### config.mk
export PLATFORM = sky130hd
export DESIGN_NAME = cache_tag_ctrl
export DESIGN_NICKNAME = d
export VERILOG_FILES = /design/src/rtl/cache_tag_ctrl_pkg.sv /design/src/rtl/cache_tag_ctrl_valid_array.sv /design/src/rtl/cache_tag_ctrl.sv
export SDC_FILE = /design/constraint.sdc
export NUM_CORES = 1
export LEC_CHECK = 0
export BUFFER_PORTS_ARGS = -buffer_cell sky130_fd_sc_hd__buf_2
export CAP_MARGIN = 0
export CORE_MARGIN = 4
export CORE_UTILIZATION = 64
export DETAILED_ROUTE_END_ITERATION = 8
export PLACE_DENSITY = 0.85
export SLEW_MARGIN = 20
export SYNTH_ARGS = -nofsm -noshare
export SYNTH_HDL_FRONTEND = slang
export SYNTH_HIERARCHICAL = 1
export SYNTH_SLANG_ARGS = --single-unit
### constraint.sdc
create_clock -name clk -period 8.9 [get_ports clk]
set_input_delay 0.445 -clock clk [delete_from_list [all_inputs] [get_ports clk]]
set_output_delay 0.445 -clock clk [all_outputs]
set_load 0.01 [all_outputs]
### src/rtl/cache_tag_ctrl_pkg.sv
// Shared constants and state encoding for the cache tag lookup/refill sequencer.
package cache_tag_ctrl_pkg;

  localparam int DEF_ADDR_WIDTH = 32;
  localparam int DEF_INDEX_AW   = 8;
  localparam int DEF_OFFSET_AW  = 4;
  localparam int DEF_TAG_WIDTH  = DEF_ADDR_WIDTH - DEF_INDEX_AW - DEF_OFFSET_AW;
  localparam int DEF_NUM_LINES  = 2 ** DEF_INDEX_AW;

  typedef enum logic [2:0] {
    ST_IDLE      = 3'd0,
    ST_LOOKUP    = 3'd1,
    ST_MISS_REQ  = 3'd2,
    ST_MISS_WAIT = 3'd3,
    ST_FILL      = 3'd4,
    ST_RESP      = 3'd5,
    ST_FLUSH     = 3'd6
  } state_t;

endpackage

### src/rtl/cache_tag_ctrl_valid_array.sv
// Per-line valid bits: set one line by index, clear all lines at once, read by index.
module cache_valid_array #(
  parameter int INDEX_AW = 8
) (
  input  logic                clk,
  input  logic                rst_n,
  input  logic                set_en,
  input  logic [INDEX_AW-1:0] set_idx,
  input  logic                clr_all,
  input  logic [INDEX_AW-1:0] rd_idx,
  output logic                rd_valid
);

  localparam int NUM_LINES = 2 ** INDEX_AW;

  logic [NUM_LINES-1:0] valid_reg;

  // Flash clear wins over a same-cycle set so a flush never leaves a stale line behind.
  genvar gi;
  generate
    for (gi = 0; gi < NUM_LINES; gi++) begin : g_line
      always_ff @(posedge clk or negedge rst_n) begin
        if (!rst_n) begin
          valid_reg[gi] <= 1'b0;
        end else if (clr_all) begin
          valid_reg[gi] <= 1'b0;
        end else if (set_en && (set_idx == INDEX_AW'(gi))) begin
          valid_reg[gi] <= 1'b1;
        end
      end
    end
  endgenerate

  assign rd_valid = valid_reg[rd_idx];

endmodule

### src/rtl/cache_tag_ctrl.sv
// Direct-mapped cache tag sequencer: lookup, miss refill handshake, tag fill and invalidate-all.
module cache_tag_ctrl
  import cache_tag_ctrl_pkg::*;
#(
  parameter int ADDR_WIDTH = DEF_ADDR_WIDTH,
  parameter int INDEX_AW   = DEF_INDEX_AW,
  parameter int OFFSET_AW  = DEF_OFFSET_AW
) (
  input  logic                                        clk,
  input  logic                                        rst_n,
  input  logic                                        req_valid_i,
  output logic                                        req_ready_o,
  input  logic [ADDR_WIDTH-1:0]                       req_addr_i,
  output logic                                        resp_valid_o,
  output logic                                        resp_hit_o,
  input  logic                                        flush_i,
  output logic                                        flush_done_o,
  output logic                                        refill_req_valid_o,
  input  logic                                        refill_req_ready_i,
  output logic [ADDR_WIDTH-1:0]                       refill_addr_o,
  input  logic                                        refill_done_i,
  output logic [INDEX_AW-1:0]                         tag_index_o,
  output logic                                        tag_wr_en_o,
  output logic [ADDR_WIDTH-INDEX_AW-OFFSET_AW-1:0]    tag_wr_tag_o,
  input  logic [ADDR_WIDTH-INDEX_AW-OFFSET_AW-1:0]    tag_rd_tag_i
);

  localparam int TAG_WIDTH = ADDR_WIDTH - INDEX_AW - OFFSET_AW;

  state_t                state_reg, state_next;
  logic [ADDR_WIDTH-1:0] addr_reg;
  logic                  flush_pend_reg;
  logic                  hit_reg;

  logic [INDEX_AW-1:0]   lat_index;
  logic [TAG_WIDTH-1:0]  lat_tag;
  logic                  line_valid;
  logic                  lookup_hit;
  logic                  flush_req;
  logic                  accept;

  assign lat_index  = addr_reg[OFFSET_AW +: INDEX_AW];
  assign lat_tag    = addr_reg[ADDR_WIDTH-1 -: TAG_WIDTH];
  assign flush_req  = flush_i | flush_pend_reg;
  assign lookup_hit = line_valid & (tag_rd_tag_i == lat_tag);

  cache_valid_array #(
    .INDEX_AW (INDEX_AW)
  ) u_valid (
    .clk      (clk),
    .rst_n    (rst_n),
    .set_en   (state_reg == ST_FILL),
    .set_idx  (lat_index),
    .clr_all  (state_reg == ST_FLUSH),
    .rd_idx   (lat_index),
    .rd_valid (line_valid)
  );

  always_ff @(posedge clk or negedge rst_n) begin
    if (!rst_n) begin
      state_reg      <= ST_IDLE;
      addr_reg       <= '0;
      flush_pend_reg <= 1'b0;
      hit_reg        <= 1'b0;
    end else begin
      state_reg <= state_next;
      if (accept) begin
        addr_reg <= req_addr_i;
      end
      // A flush seen mid-operation is parked until the op drains back to idle.
      if (state_reg == ST_FLUSH) begin
        flush_pend_reg <= 1'b0;
      end else if (flush_i && (state_reg != ST_IDLE)) begin
        flush_pend_reg <= 1'b1;
      end
      if (state_reg == ST_LOOKUP) begin
        hit_reg <= lookup_hit;
      end
    end
  end

  always_comb begin
    state_next         = state_reg;
    accept             = 1'b0;
    req_ready_o        = 1'b0;
    resp_valid_o       = 1'b0;
    resp_hit_o         = 1'b0;
    flush_done_o       = 1'b0;
    refill_req_valid_o = 1'b0;
    tag_wr_en_o        = 1'b0;
    tag_index_o        = lat_index;

    case (state_reg)
      ST_IDLE: begin
        // Index goes straight from the request so the RAM read starts on the accepting edge.
        tag_index_o = req_addr_i[OFFSET_AW +: INDEX_AW];
        req_ready_o = !flush_req;
        if (flush_req) begin
          state_next = ST_FLUSH;
        end else if (req_valid_i) begin
          accept     = 1'b1;
          state_next = ST_LOOKUP;
        end
      end
      ST_LOOKUP: begin
        state_next = lookup_hit ? ST_RESP : ST_MISS_REQ;
      end
      ST_MISS_REQ: begin
        refill_req_valid_o = 1'b1;
        if (refill_req_ready_i) begin
          state_next = ST_MISS_WAIT;
        end
      end
      ST_MISS_WAIT: begin
        if (refill_done_i) begin
          state_next = ST_FILL;
        end
      end
      ST_FILL: begin
        tag_wr_en_o = 1'b1;
        state_next  = ST_RESP;
      end
      ST_RESP: begin
        resp_valid_o = 1'b1;
        resp_hit_o   = hit_reg;
        state_next   = ST_IDLE;
      end
      ST_FLUSH: begin
        flush_done_o = 1'b1;
        state_next   = ST_IDLE;
      end
      default: begin
        state_next = ST_IDLE;
      end
    endcase
  end

  assign refill_addr_o = {addr_reg[ADDR_WIDTH-1:OFFSET_AW], {OFFSET_AW{1'b0}}};
  assign tag_wr_tag_o  = lat_tag;

endmodule

==> flow_metrics.py <==
metrics = {
    "detailed_routing": {
        "drc": 0,
        "drt_iter0_drc": 1094,
        "finalWirelength_um": 34500,
        "vias": 10400,
        "via_per_inst": 6.39,
        "ant_nets": 0,
        "avgRoutedWirePerCell_um": 21.3,
        "firstDrtPassIters": 5,
    },
    "power": {
        "p_clk_frac": 0.302,
        "seqPwrFrac": 0.404,
        "comb_power_share": 0.294,
        "ir_drop_mv": 0.203,
        "swShare": 0.358,
        "p_leak_nw": 7.24,
        "p_int_w": 0.00251,
        "power_switching_w": 0.00140,
        "cellPowerDensity_mw_per_mm2": 265,
    },
    "logic_synthesis": {
        "ys_seq_area_frac": 0.547,
        "synth_cells": 1269,
        "ys_warn_count": 6,
        "syn-cell-area_mm2": 0.0132,
        "synth.largest_area_cell": "dfrtp_1",
        "synth_edf_count": 0,
        "synth_area_per_cell_um2": 10.4,
        "synth.most_common_cell": "nor2_1",
        "ys_types": 48,
        "ys_ff_latch": 289,
        "synth_common_cells": "299 x nor2_1, 289 x dfrtp_1, 257 x a21oi_1",
        "synth_top_area_share": 0.547,
        "async_flop_share": 1.00,
        "synthFlopType": "dfrtp_1",
        "synthTopCellsByArea": "dfrtp_1 55%, a21oi_1 9.7%, nor2_1 8.5%, mux4_2 6.6%, mux2i_1 4.0%",
    },
    "final_layout": {
        "multi_input_area_mm2": 0.00547,
        "nets": 1387,
        "seq_area_mm2": 0.00724,
        "syn2layout_area_growth_pct": 11.8,
        "antenna_cells": 0,
        "largest_reg_flops": 256,
        "fillers": 1353,
        "drive_gt1_frac": 0.208,
    },
    "cts": {
        "ctsResizeCount": 0,
        "cts_buffers": 29,
        "clock_sinks": 289,
        "cts-root-buf": "clkbuf_16",
        "htreeDepth": 1,
        "cts_tree": "done",
        "postCtsSetupBuffers": 0,
        "clock_latency_ns": 0.54,
        "path_clk_slew_ns": 0.07,
        "cts_hold_buf": 0,
        "cts_buffer_depth": 3,
    },
    "worst_setup_path": {
        "critPathSlowestCell": "or3b_2",
        "worstPathArrival_ns": 4.70,
        "crit_required_ns": 9.36,
        "worstPathCellList": "buf_4, or3b_2, o22ai_1, nor3_1, a2111oi_0, or4_1, o32a_1, nand2_1, nor4_1, nand4b_1, a21oi_1",
        "startpoint_type": "register",
        "path_class": "register to register",
        "critPathMaxStageDelay_ns": 0.76,
        "worst_setup_path_end_kind": "register",
        "critPathMaxFanout": 43,
    },
    "place": {
        "numPortBuffers": 115,
        "dpl.hpwl_um": 20700,
        "gp_congestion": 0.874,
    },
    "floorplanning": {
        "initial_utilization": 0.651,
        "core-area_mm2": 0.0203,
        "die_x_um": 152,
        "die_h_um": 152,
        "std_cell_rows": 52,
        "die_area_mm2": 0.0230,
        "pin_count": 124,
    },
    "sta": {
        "tightestPinTransition_ns": 1.18,
        "period_minus_slack_ns": 4.24,
        "period_share": 0.477,
        "hold_viol_final": 0,
        "setup_viol": 0,
        "fin_worst_skew_ns": 0.0110,
        "relSlewSlack": 0.209,
        "finalMaxSlewViolations": 0,
        "rsz0062_at_grt": "false",
        "setup_tns_ns": 0,
        "fmax_ghz": 0.236,
        "hold_slack_ns": 0.0126,
    },
    "global_routing": {
        "grt_use_total": 0.306,
        "grt_max_degree": 127,
        "grt_pass1_vias": 10200,
        "antenna_found_initial": 0,
        "grt_pass1_wl_um": 55100,
        "overflow": 0,
    },
    "run_status": {
        "status": "finished, final reports clean",
    },
    "job": {
        "drv_cap": 0,
    },
    "hold_path": {
        "hold_class": "primary input to asynchronous set/reset pin",
    },
}
-- stage by stage --
| stage | cell area [um2] | total power [W] | util | setup slack [ns] | cells |
|---|---|---|---|---|---|
| detailed placement | 13800 | 0.00273 | 0.681 | 4.75 | 1568 |
| finish | 14800 | 0.00391 | 0.728 | 4.66 | 1620 |
| floorplan | 13200 | 0.00237 | - | 5.98 | 1272 |
| CTS | 14800 | 0.00390 | 0.727 | 4.69 | 1620 |
| global route | 14800 | 0.00407 | 0.728 | 4.48 | 1620 |
| global placement | 13800 | 0.00270 | 0.681 | 4.82 | 1568 |
-- final timing paths --
| kind | slack [ns] | cells after the start | start | endpoint |
|---|---|---|---|---|
| worst max register to register | 4.66 | 11 | addr_reg[4] | state_reg[2] |
| worst max-delay path | 4.66 | 11 | addr_reg[4] | state_reg[2] |
| max in group asynchronous | 7.60 | 2 | rst_n | u_valid/valid_reg[118] |
| worst min register to register | 0.49 | 2 | u_valid/valid_reg[154] | u_valid/valid_reg[154] |
| worst min-delay path | 0.01 | 1 | rst_n | u_valid/valid_reg[96] |
| min in group clk | 0.14 | 2 | req_addr_i[30] | addr_reg[30] |
-- area by class of cell --
| type | instances | share of cell area |
|---|---|---|
| tap | 270 | 0.0229 |
| multi-input combinational | 866 | 0.370 |
| inverter | 1 | 0.000254 |
| sequential | 289 | 0.490 |
| timing repair buffer | 142 | 0.0541 |
| clock buffer | 37 | 0.0545 |
| clock inverter | 15 | 0.00805 |
-- placed cells by master, fill, tap and decap left out, types with 10 or more instances in the layout --
| cell | count |
|---|---|
| nor2_1 | 288 |
| nand2_1 | 38 |
| nor2_2 | 11 |
| mux2_4 | 20 |
| mux2i_1 | 53 |
| o22ai_1 | 23 |
| buf_4 | 24 |
| buf_2 | 114 |
| nor3_1 | 10 |
| a21oi_1 | 257 |
| nor4_1 | 13 |
| mux4_2 | 39 |
| a22o_1 | 10 |
| xnor2_1 | 20 |
| clkbuf_16 | 29 |
| dfrtp_1 | 287 |
-- layer usage --
layer / GRT usage / vias up / wire length, um
met5: 0 / - / 0
met4: 0.116 / 0 / 1370
met3: 0.0669 / 127 / 3250
met2: 0.492 / 591 / 16700
met1: 0.416 / 5118 / 13200
li1: - / 4518 / -
-- critical path: cells and delay by family (launching register included) --
family	cells	cell delay [ns]
flip-flops	1	0.64
AND/OR/NAND/NOR	6	1.78
AO/OA/AOI/OAI	4	1.29
buffers and inverters	1	0.44
-- power by group through the flow --
stage               registers (W)  clock network (W)  logic (W)
global placement          0.00159                  0    0.00111
global route              0.00160            0.00125    0.00123
finish                    0.00158            0.00118    0.00115
detailed placement        0.00160                  0    0.00113
floorplan                 0.00155                  0   0.000823
CTS                       0.00158            0.00119    0.00113
-- logic make-up after synthesis --
logic type / after synthesis / synth area share
AO/OA/AOI/OAI: 315 / 0.128
AND/OR/NAND/NOR: 406 / 0.130
flip-flops: 289 / 0.547
XOR/XNOR: 20 / 0.0133
multiplexers: 121 / 0.138
buffers and inverters: 117 / 0.0437
other: 1 / 0.000284
No activity file was read; power rests on OpenSTA's default activity.
